==> src/rtl/pc_sequencer_if.sv <==
// Control/status bundle between the fetch controller and pc_sequencer.
// The master drives the sequencing controls; the slave returns the fetch address and stack status.
interface pc_sequencer_if #(
    parameter int ADDR_W = 8,
    parameter int LANES  = 4
);
    localparam int LW = $clog2(LANES);

    logic              vector;
    logic [LW-1:0]     lane_offset;
    logic              stall;
    logic              flush;
    logic              jump_en;
    logic [ADDR_W-1:0] jump_addr;
    logic              call_en;
    logic              ret_en;
    logic [ADDR_W-1:0] address;
    logic              stack_empty;
    logic              stack_full;
    logic              stack_err;

    modport master (
        output vector, lane_offset, stall, flush, jump_en, jump_addr, call_en, ret_en,
        input  address, stack_empty, stack_full, stack_err
    );

    modport slave (
        input  vector, lane_offset, stall, flush, jump_en, jump_addr, call_en, ret_en,
        output address, stack_empty, stack_full, stack_err
    );
endinterface

==> src/rtl/pc_sequencer.sv <==
// Instruction-fetch program sequencer for the SIMD array: lane-gated advance, jump, flush, stall.
// Define PC_CALL_STACK_EN to build the hardware call/return stack; without it call acts as jump.
module pc_sequencer #(
    parameter int ADDR_W      = 8,
    parameter int RESET_ADDR  = 15,
    parameter int LANES       = 4,
    parameter int STACK_DEPTH = 4
) (
    input  logic          clk,
    input  logic          reset_n,
    pc_sequencer_if.slave bus
);
    localparam int                LW        = $clog2(LANES);
    localparam logic [ADDR_W-1:0] BOOT      = ADDR_W'(RESET_ADDR);
    localparam logic [LW-1:0]     LAST_LANE = LW'(LANES - 1);

    if (LANES < 2 || (LANES & (LANES - 1)) != 0) begin : g_bad_lanes
        $error("pc_sequencer: LANES must be a power of two >= 2");
    end
    if (STACK_DEPTH < 1) begin : g_bad_depth
        $error("pc_sequencer: STACK_DEPTH must be >= 1");
    end

    logic              adv;
    logic [ADDR_W-1:0] pc_q, pc_d, pc_inc;

    // Scalar groups only move the PC once the last lane has issued.
    assign adv         = !bus.stall && (bus.vector || bus.lane_offset == LAST_LANE);
    assign pc_inc      = pc_q + ADDR_W'(1);
    assign bus.address = pc_q;

`ifdef PC_CALL_STACK_EN
    localparam int            DW     = $clog2(STACK_DEPTH + 1);
    localparam logic [DW-1:0] FULL_D = DW'(STACK_DEPTH);

    // Sized to the depth counter's range so it can index the array directly.
    logic [ADDR_W-1:0] stack_mem [2**DW];
    logic [DW-1:0]     depth_q, depth_d, top_idx;
    logic              err_q, err_d, push;

    assign top_idx = depth_q - DW'(1);

    always_comb begin
        pc_d    = pc_q;
        depth_d = depth_q;
        err_d   = err_q;
        push    = 1'b0;
        if (!bus.stall) begin
            if (bus.flush) begin
                pc_d    = BOOT;
                depth_d = '0;
                err_d   = 1'b0;
            end else if (adv) begin
                if (bus.ret_en) begin
                    if (depth_q != '0) begin
                        pc_d    = stack_mem[top_idx];
                        depth_d = top_idx;
                    end else begin
                        pc_d  = pc_inc;
                        err_d = 1'b1;
                    end
                end else if (bus.call_en) begin
                    if (depth_q != FULL_D) begin
                        pc_d    = bus.jump_addr;
                        depth_d = depth_q + DW'(1);
                        push    = 1'b1;
                    end else begin
                        pc_d  = pc_inc;
                        err_d = 1'b1;
                    end
                end else if (bus.jump_en) begin
                    pc_d = bus.jump_addr;
                end else begin
                    pc_d = pc_inc;
                end
            end
        end
    end

    always_ff @(posedge clk) begin
        if (push) stack_mem[depth_q] <= pc_inc;
    end

    always_ff @(posedge clk or negedge reset_n) begin
        if (!reset_n) begin
            pc_q    <= BOOT;
            depth_q <= '0;
            err_q   <= 1'b0;
        end else begin
            pc_q    <= pc_d;
            depth_q <= depth_d;
            err_q   <= err_d;
        end
    end

    assign bus.stack_empty = (depth_q == '0);
    assign bus.stack_full  = (depth_q == FULL_D);
    assign bus.stack_err   = err_q;
`else
    logic unused_ret;
    assign unused_ret = bus.ret_en;

    always_comb begin
        pc_d = pc_q;
        if (!bus.stall) begin
            if (bus.flush)                          pc_d = BOOT;
            else if (adv && (bus.call_en || bus.jump_en)) pc_d = bus.jump_addr;
            else if (adv)                           pc_d = pc_inc;
        end
    end

    always_ff @(posedge clk or negedge reset_n) begin
        if (!reset_n) pc_q <= BOOT;
        else          pc_q <= pc_d;
    end

    assign bus.stack_empty = 1'b1;
    assign bus.stack_full  = 1'b0;
    assign bus.stack_err   = 1'b0;
`endif
endmodule

==> src/flat_wrapper.sv <==
// flat-port wrapper written by rule: the top's interface ports become plain ports
module pc_sequencer_flat 
#(
    parameter int ADDR_W      = 8,
    parameter int RESET_ADDR  = 15,
    parameter int LANES       = 4,
    parameter int STACK_DEPTH = 4
)
  (clk, reset_n, bus_vector, bus_lane_offset, bus_stall, bus_flush, bus_jump_en, bus_jump_addr, bus_call_en, bus_ret_en, bus_address, bus_stack_empty, bus_stack_full, bus_stack_err);
  pc_sequencer_if #(.ADDR_W(ADDR_W), .LANES(LANES)) bus_i ();
  input  logic clk;
  input  logic reset_n;
  input wire logic [$bits(bus_i.vector)-1:0] bus_vector;
  input wire logic [$bits(bus_i.lane_offset)-1:0] bus_lane_offset;
  input wire logic [$bits(bus_i.stall)-1:0] bus_stall;
  input wire logic [$bits(bus_i.flush)-1:0] bus_flush;
  input wire logic [$bits(bus_i.jump_en)-1:0] bus_jump_en;
  input wire logic [$bits(bus_i.jump_addr)-1:0] bus_jump_addr;
  input wire logic [$bits(bus_i.call_en)-1:0] bus_call_en;
  input wire logic [$bits(bus_i.ret_en)-1:0] bus_ret_en;
  output wire logic [$bits(bus_i.address)-1:0] bus_address;
  output wire logic [$bits(bus_i.stack_empty)-1:0] bus_stack_empty;
  output wire logic [$bits(bus_i.stack_full)-1:0] bus_stack_full;
  output wire logic [$bits(bus_i.stack_err)-1:0] bus_stack_err;
  assign bus_i.vector = bus_vector;
  assign bus_i.lane_offset = bus_lane_offset;
  assign bus_i.stall = bus_stall;
  assign bus_i.flush = bus_flush;
  assign bus_i.jump_en = bus_jump_en;
  assign bus_i.jump_addr = bus_jump_addr;
  assign bus_i.call_en = bus_call_en;
  assign bus_i.ret_en = bus_ret_en;
  assign bus_address = bus_i.address;
  assign bus_stack_empty = bus_i.stack_empty;
  assign bus_stack_full = bus_i.stack_full;
  assign bus_stack_err = bus_i.stack_err;
  pc_sequencer #(.ADDR_W(ADDR_W), .RESET_ADDR(RESET_ADDR), .LANES(LANES), .STACK_DEPTH(STACK_DEPTH)) u_core (.clk(clk), .reset_n(reset_n), .bus(bus_i));
endmodule
==> config.mk <==
export PLATFORM = sky130hd
export DESIGN_NAME = pc_sequencer_flat
export DESIGN_NICKNAME = d
export VERILOG_FILES = /design/src/rtl/pc_sequencer_if.sv /design/src/rtl/pc_sequencer.sv /design/src/flat_wrapper.sv
export SDC_FILE = /design/constraint.sdc
export NUM_CORES = 1
export LEC_CHECK = 0
export BUFFER_PORTS_ARGS = -buffer_cell sky130_fd_sc_hd__clkbuf_2
export CELL_PAD_IN_SITES_DETAIL_PLACEMENT = 1
export CELL_PAD_IN_SITES_GLOBAL_PLACEMENT = 2
export CORE_MARGIN = 1.5
export CORE_UTILIZATION = 21
export DETAILED_ROUTE_END_ITERATION = 8
export PLACE_DENSITY = 0.78
export RECOVER_POWER = 25
export SLEW_MARGIN = 20
export SYNTH_ARGS = -nofsm -noshare
export SYNTH_HDL_FRONTEND = slang
export SYNTH_SLANG_ARGS = --single-unit
==> constraint.sdc <==
create_clock -name clk -period 1.2 [get_ports clk]
set_input_delay 0.06 -clock clk [delete_from_list [all_inputs] [get_ports clk]]
set_output_delay 0.06 -clock clk [all_outputs]
set_load 0.01 [all_outputs]
[Word-level counts from Yosys, hierarchy flattened]
Index checks and enable logic that the tools add are counted.
Operators by class
  $add $sub $neg: 1
  equal/unequal tests: 1
  muxes and demuxes: 3
  bitwise operators: 1
  reductions and logical operators: 7
Operator list (count)
  $mux 8: 3
  $add 8x1->8 const B: 1
  $reduce_bool 3->1: 1
  $eq 2x2->1 const B: 1
  $logic_and 1x1->1: 2
  $logic_or 1x1->1: 2
  $reduce_and 2->1: 1
  $logic_not 1->1: 1
  $not 1->1: 1
Word-level totals
  register bits: 8
  input bits: 18
  output and inout bits: 11
  logic and storage cells: 14

[Logic depth before layout (Yosys ltp)]
  word-level depth: 6
  mapped depth: 5
  gate-level depth less buffers: 5

[Worst setup path before layout]
OpenSTA, ideal clock, no wires.
  path kind: register to register
  start: reg u_core.pc_q[0] (netlist: u_core.bus.address[0])
  end: reg u_core.pc_q[4] (netlist: u_core.bus.address[4])
  data arrival time: 1.145 ns
  data required time: 1.072 ns
  slack: -0.072 ns
  cell stages (with the launch flop): 6
  path buffers: 0
  path through: dfstp_2 -> ha_1 -> and2_1 -> a21oi_1 -> o221ai_1 -> o21ai_1
On the way
  longest elaborated chain between the ends: 4
Ends and longest elaborated chain
  start: declaration: line pc_sequencer.sv:25  | logic [ADDR_W-1:0] pc_q, pc_d, pc_inc;
  start signal: assignment: line pc_sequencer.sv:114  | else pc_q <= pc_d;
  $add 8x1->8: line pc_sequencer.sv:29  | assign pc_inc = pc_q + ADDR_W'(1);
  $mux 8: line pc_sequencer.sv:108  | else if (adv) pc_d = pc_inc;
  $mux 8: line pc_sequencer.sv:107  | else if (adv && (bus.call_en || bus.jump_en)) pc_d = bus.jump_addr;
  $mux 8: line pc_sequencer.sv:106  | if (bus.flush) pc_d = BOOT;
No other way between the ends. The select of a mux whose other input is x is not followed.
A chain may end at the register's enable or synchronous reset.

[Worst setup path in the final report]
  start: reg u_core.pc_q[0] (netlist: u_core.bus.address[0])
  end: reg u_core.pc_q[2] (netlist: u_core.bus.address[2])
Same word-level chain as after synthesis.

==> qor.yml <==
run_status:
  status: "complete, but fails checks"
  violations: "negative setup slack"
route:
  vias: 669
  detail_route.wl_per_cell_microns: 14.0
  drtIter0Drc: 6
  drc_errors: 0
  first_pass_iters: 6
  ant_nets: 0
  drt-total-wl_mm: 1.89
  viasPerCell: 4.96
clock_network:
  cts.path.max_buffers: 2
  cts.htree.levels: 1
  clock_sinks: 8
  cts_root_buffer: "clkbuf_4"
  cts_buffers: 3
  path_clk_slew_ns: 0.06
  clkLatencyLatePin_ns: 0.27
  cts_tree: "yes"
logic_synthesis:
  yosysSeqAreaShare_pct: 34.6
  synth-seq-cells: 8
  synth_ff_type: "dfstp_2"
  synth_top_area_share_pct: 17.7
  synthArstFlopShare_pct: 100
  ys_top_cells_by_area: "dfstp_2 (18%), dfrtp_1 (17%), nor2_1 (5.1%)"
  avgSynthCellArea_sq_um: 8.60
  synthCells: 69
  ys_top_cells_by_count: "nor2_1 (8), dfrtp_1 (4), dfstp_2 (4), nand2_1 (4), o21ai_1 (4)"
  synth_area_leader_cell: "dfstp_2"
  synthDistinctLibCells: 32
  synth-edff-count: 0
  synth_area_sq_um: 593
  synth.most_common_cell: "nor2_1"
  ys.warnings.count: 0
floorplanning:
  initial_utilization_pct: 21.9
  die-area_sq_um: 3150
  core_region_area_sq_um: 2710
  io_pins: 29
  die_h_microns: 56.1
  die_w_microns: 56.1
  rows: 19
worst_setup_path:
  critPathArrivalTime_ns: 1.47
  worstPathRequired_ns: 1.41
  crit_buf_inv: 0
  criticalPathCategory: "flip-flop to flip-flop"
  cp_max_fo: 3
  worstPathCellList: "ha_4 -> nor2_1 -> o311ai_1 -> o21a_1"
  cp_top_family: "flip-flops"
  slowest_stage: "dfstp_2"
  slowest_delay_ns: 0.58
  critPathLaunchType: "flip-flop"
  crit_path_end_kind: "flip-flop"
grt:
  use_met2_pct: 21.8
  grtUsageMet1_pct: 15.3
  antenna_found_initial: 0
  overflow: 0
  grtUsageMet3_pct: 4.42
  grt-busiest-layer: "met2"
  grt_pass1_vias: 713
  grt_pass1_wl_mm: 3.15
  grt_start_max_net_pins: 9
  track_usage_pct: 12.9
power_and_ir_drop:
  p_leak_nw: 0.380
  powerDensity_nw_per_um2: 1090
  power_mw: 0.983
  irDropWorstVdd_mv: 0.544
timing:
  rsz0062_at_grt: "true"
  skew_ns: 0.00972
  fin_crit_ns: 1.26
  clock.fmax_ghz: 0.793
  fin_ws_ns: -0.0610
  slew_viol_final: 0
  worst_pin_slew_ns: 0.504
  period_share_pct: 105
  hold_viol_final: 0
  maxSlewHeadroom_pct: 66.4
  setup_viol: 4
placed_design:
  io_buffers: 24
  pre_cts_ws_ns: -0.100
  gp_congestion: 0.775
  dp_hpwl_mm: 1.45
  placed_area_sq_um: 791
job:
  drv_cap: 0
finish:
  n_antenna_cell: 0
  area_growth_pct: 52.1
  fin_area_sq_um: 902
  largest_reg_flops: 8
  nNetsFinal: 124
  drive_above_1_share_pct: 51.9
worst_hold_path:
  hold_class: "input port to flip-flop"
## path summary, 6_finish.rpt
check                           depth (start not counted)                   from  slack (ns)                     to
worst max register to register                          4  u_core.bus.address[0]       -0.06  u_core.bus.address[2]
worst max-delay path                                    4  u_core.bus.address[0]       -0.06  u_core.bus.address[2]
max in group asynchronous                               2                reset_n        0.57  u_core.bus.address[2]
min in group asynchronous                               2                reset_n        0.26  u_core.bus.address[6]
worst min register to register                          1  u_core.bus.address[7]        0.53  u_core.bus.address[7]
worst min-delay path                                    3       bus_jump_addr[1]        0.06  u_core.bus.address[1]
## metrics by stage
stage	hold slack, ns	cells	TNS, ns	utilization, %
4_1_cts	0.0634	135	-0.345	31.4
3_3_place_gp	-0.0758	128	-0.145	29.2
6_report	0.0567	135	-0.185	33.3
3_5_place_dp	-0.0644	128	-0.276	29.2
2_1_floorplan	-0.236	70	-0.0534	-
5_1_grt	0.0736	135	-0.626	33.3
## cells by family (layout without fill, tap and decap cells)
| group | count (synthesis) | count (layout) | share of synthesized area (%) |
|---|---|---|---|
| AOI/OAI and AO/OA | 25 | 25 | 30.4 |
| adders and majority gates | 1 | 1 | 2.11 |
| and+or+nand+nor | 26 | 26 | 24.3 |
| buffers and inverters | 6 | 40 | 5.70 |
| DFF | 8 | 8 | 34.6 |
| muxes | 1 | 1 | 1.69 |
| other | 2 | 3 | 1.27 |
## power breakdown
group,internal (mW),switching [mW]
Sequential,0.313,0.0495
Combinational,0.184,0.191
Clock,0.128,0.116
Total,0.626,0.357
## cell type report
| cell class | count | area (sq um) |
|---|---|---|
| clock buffer | 4 | 26.3 |
| fill | 351 | 1810 |
| inverter | 3 | 11.3 |
| multi-input combinational | 56 | 425 |
| sequential | 8 | 205 |
| tap | 31 | 38.8 |
| timing repair buffer | 33 | 195 |
## placed cells by master, fill, tap and decap left out, types with 2 or more instances in the layout
cell type      count
nor2_1             7
o21ai_0            3
o21ai_1            4
a21oi_1            2
dfstp_2            4
buf_4              6
dlygate4sd3_1      2
o211ai_1           2
a31oi_1            2
o2bb2ai_1          2
clkbuf_1           2
a21oi_2            2
nand2_1            4
nor3_2             3
clkbuf_4           3
inv_1              3
clkbuf_2          23
conb_1             3
dfrtp_1            4
o221ai_1           2
## worst min-delay path, delay by kind of cell
kind / cells / cell delay [ns]
AO/OA/AOI/OAI: 2 / 0.18
buffers and inverters: 1 / 0.08
## metal layers
layer | wire (microns) | share of wire [%]
met4 | 14 | 0.74
met1 | 794 | 42
met2 | 965 | 51
met3 | 111 | 5.9
met5 | 0 | 0
## timing repair
item,CTS,global route
pin swaps,2,6
buffers inserted,1,1
gates resized for setup,2,10
setup endpoints to repair,5,7
hold buffers,2,0
endpoints found under the hold margin,9,0
Note: power is estimated with default switching activity, not from simulation.
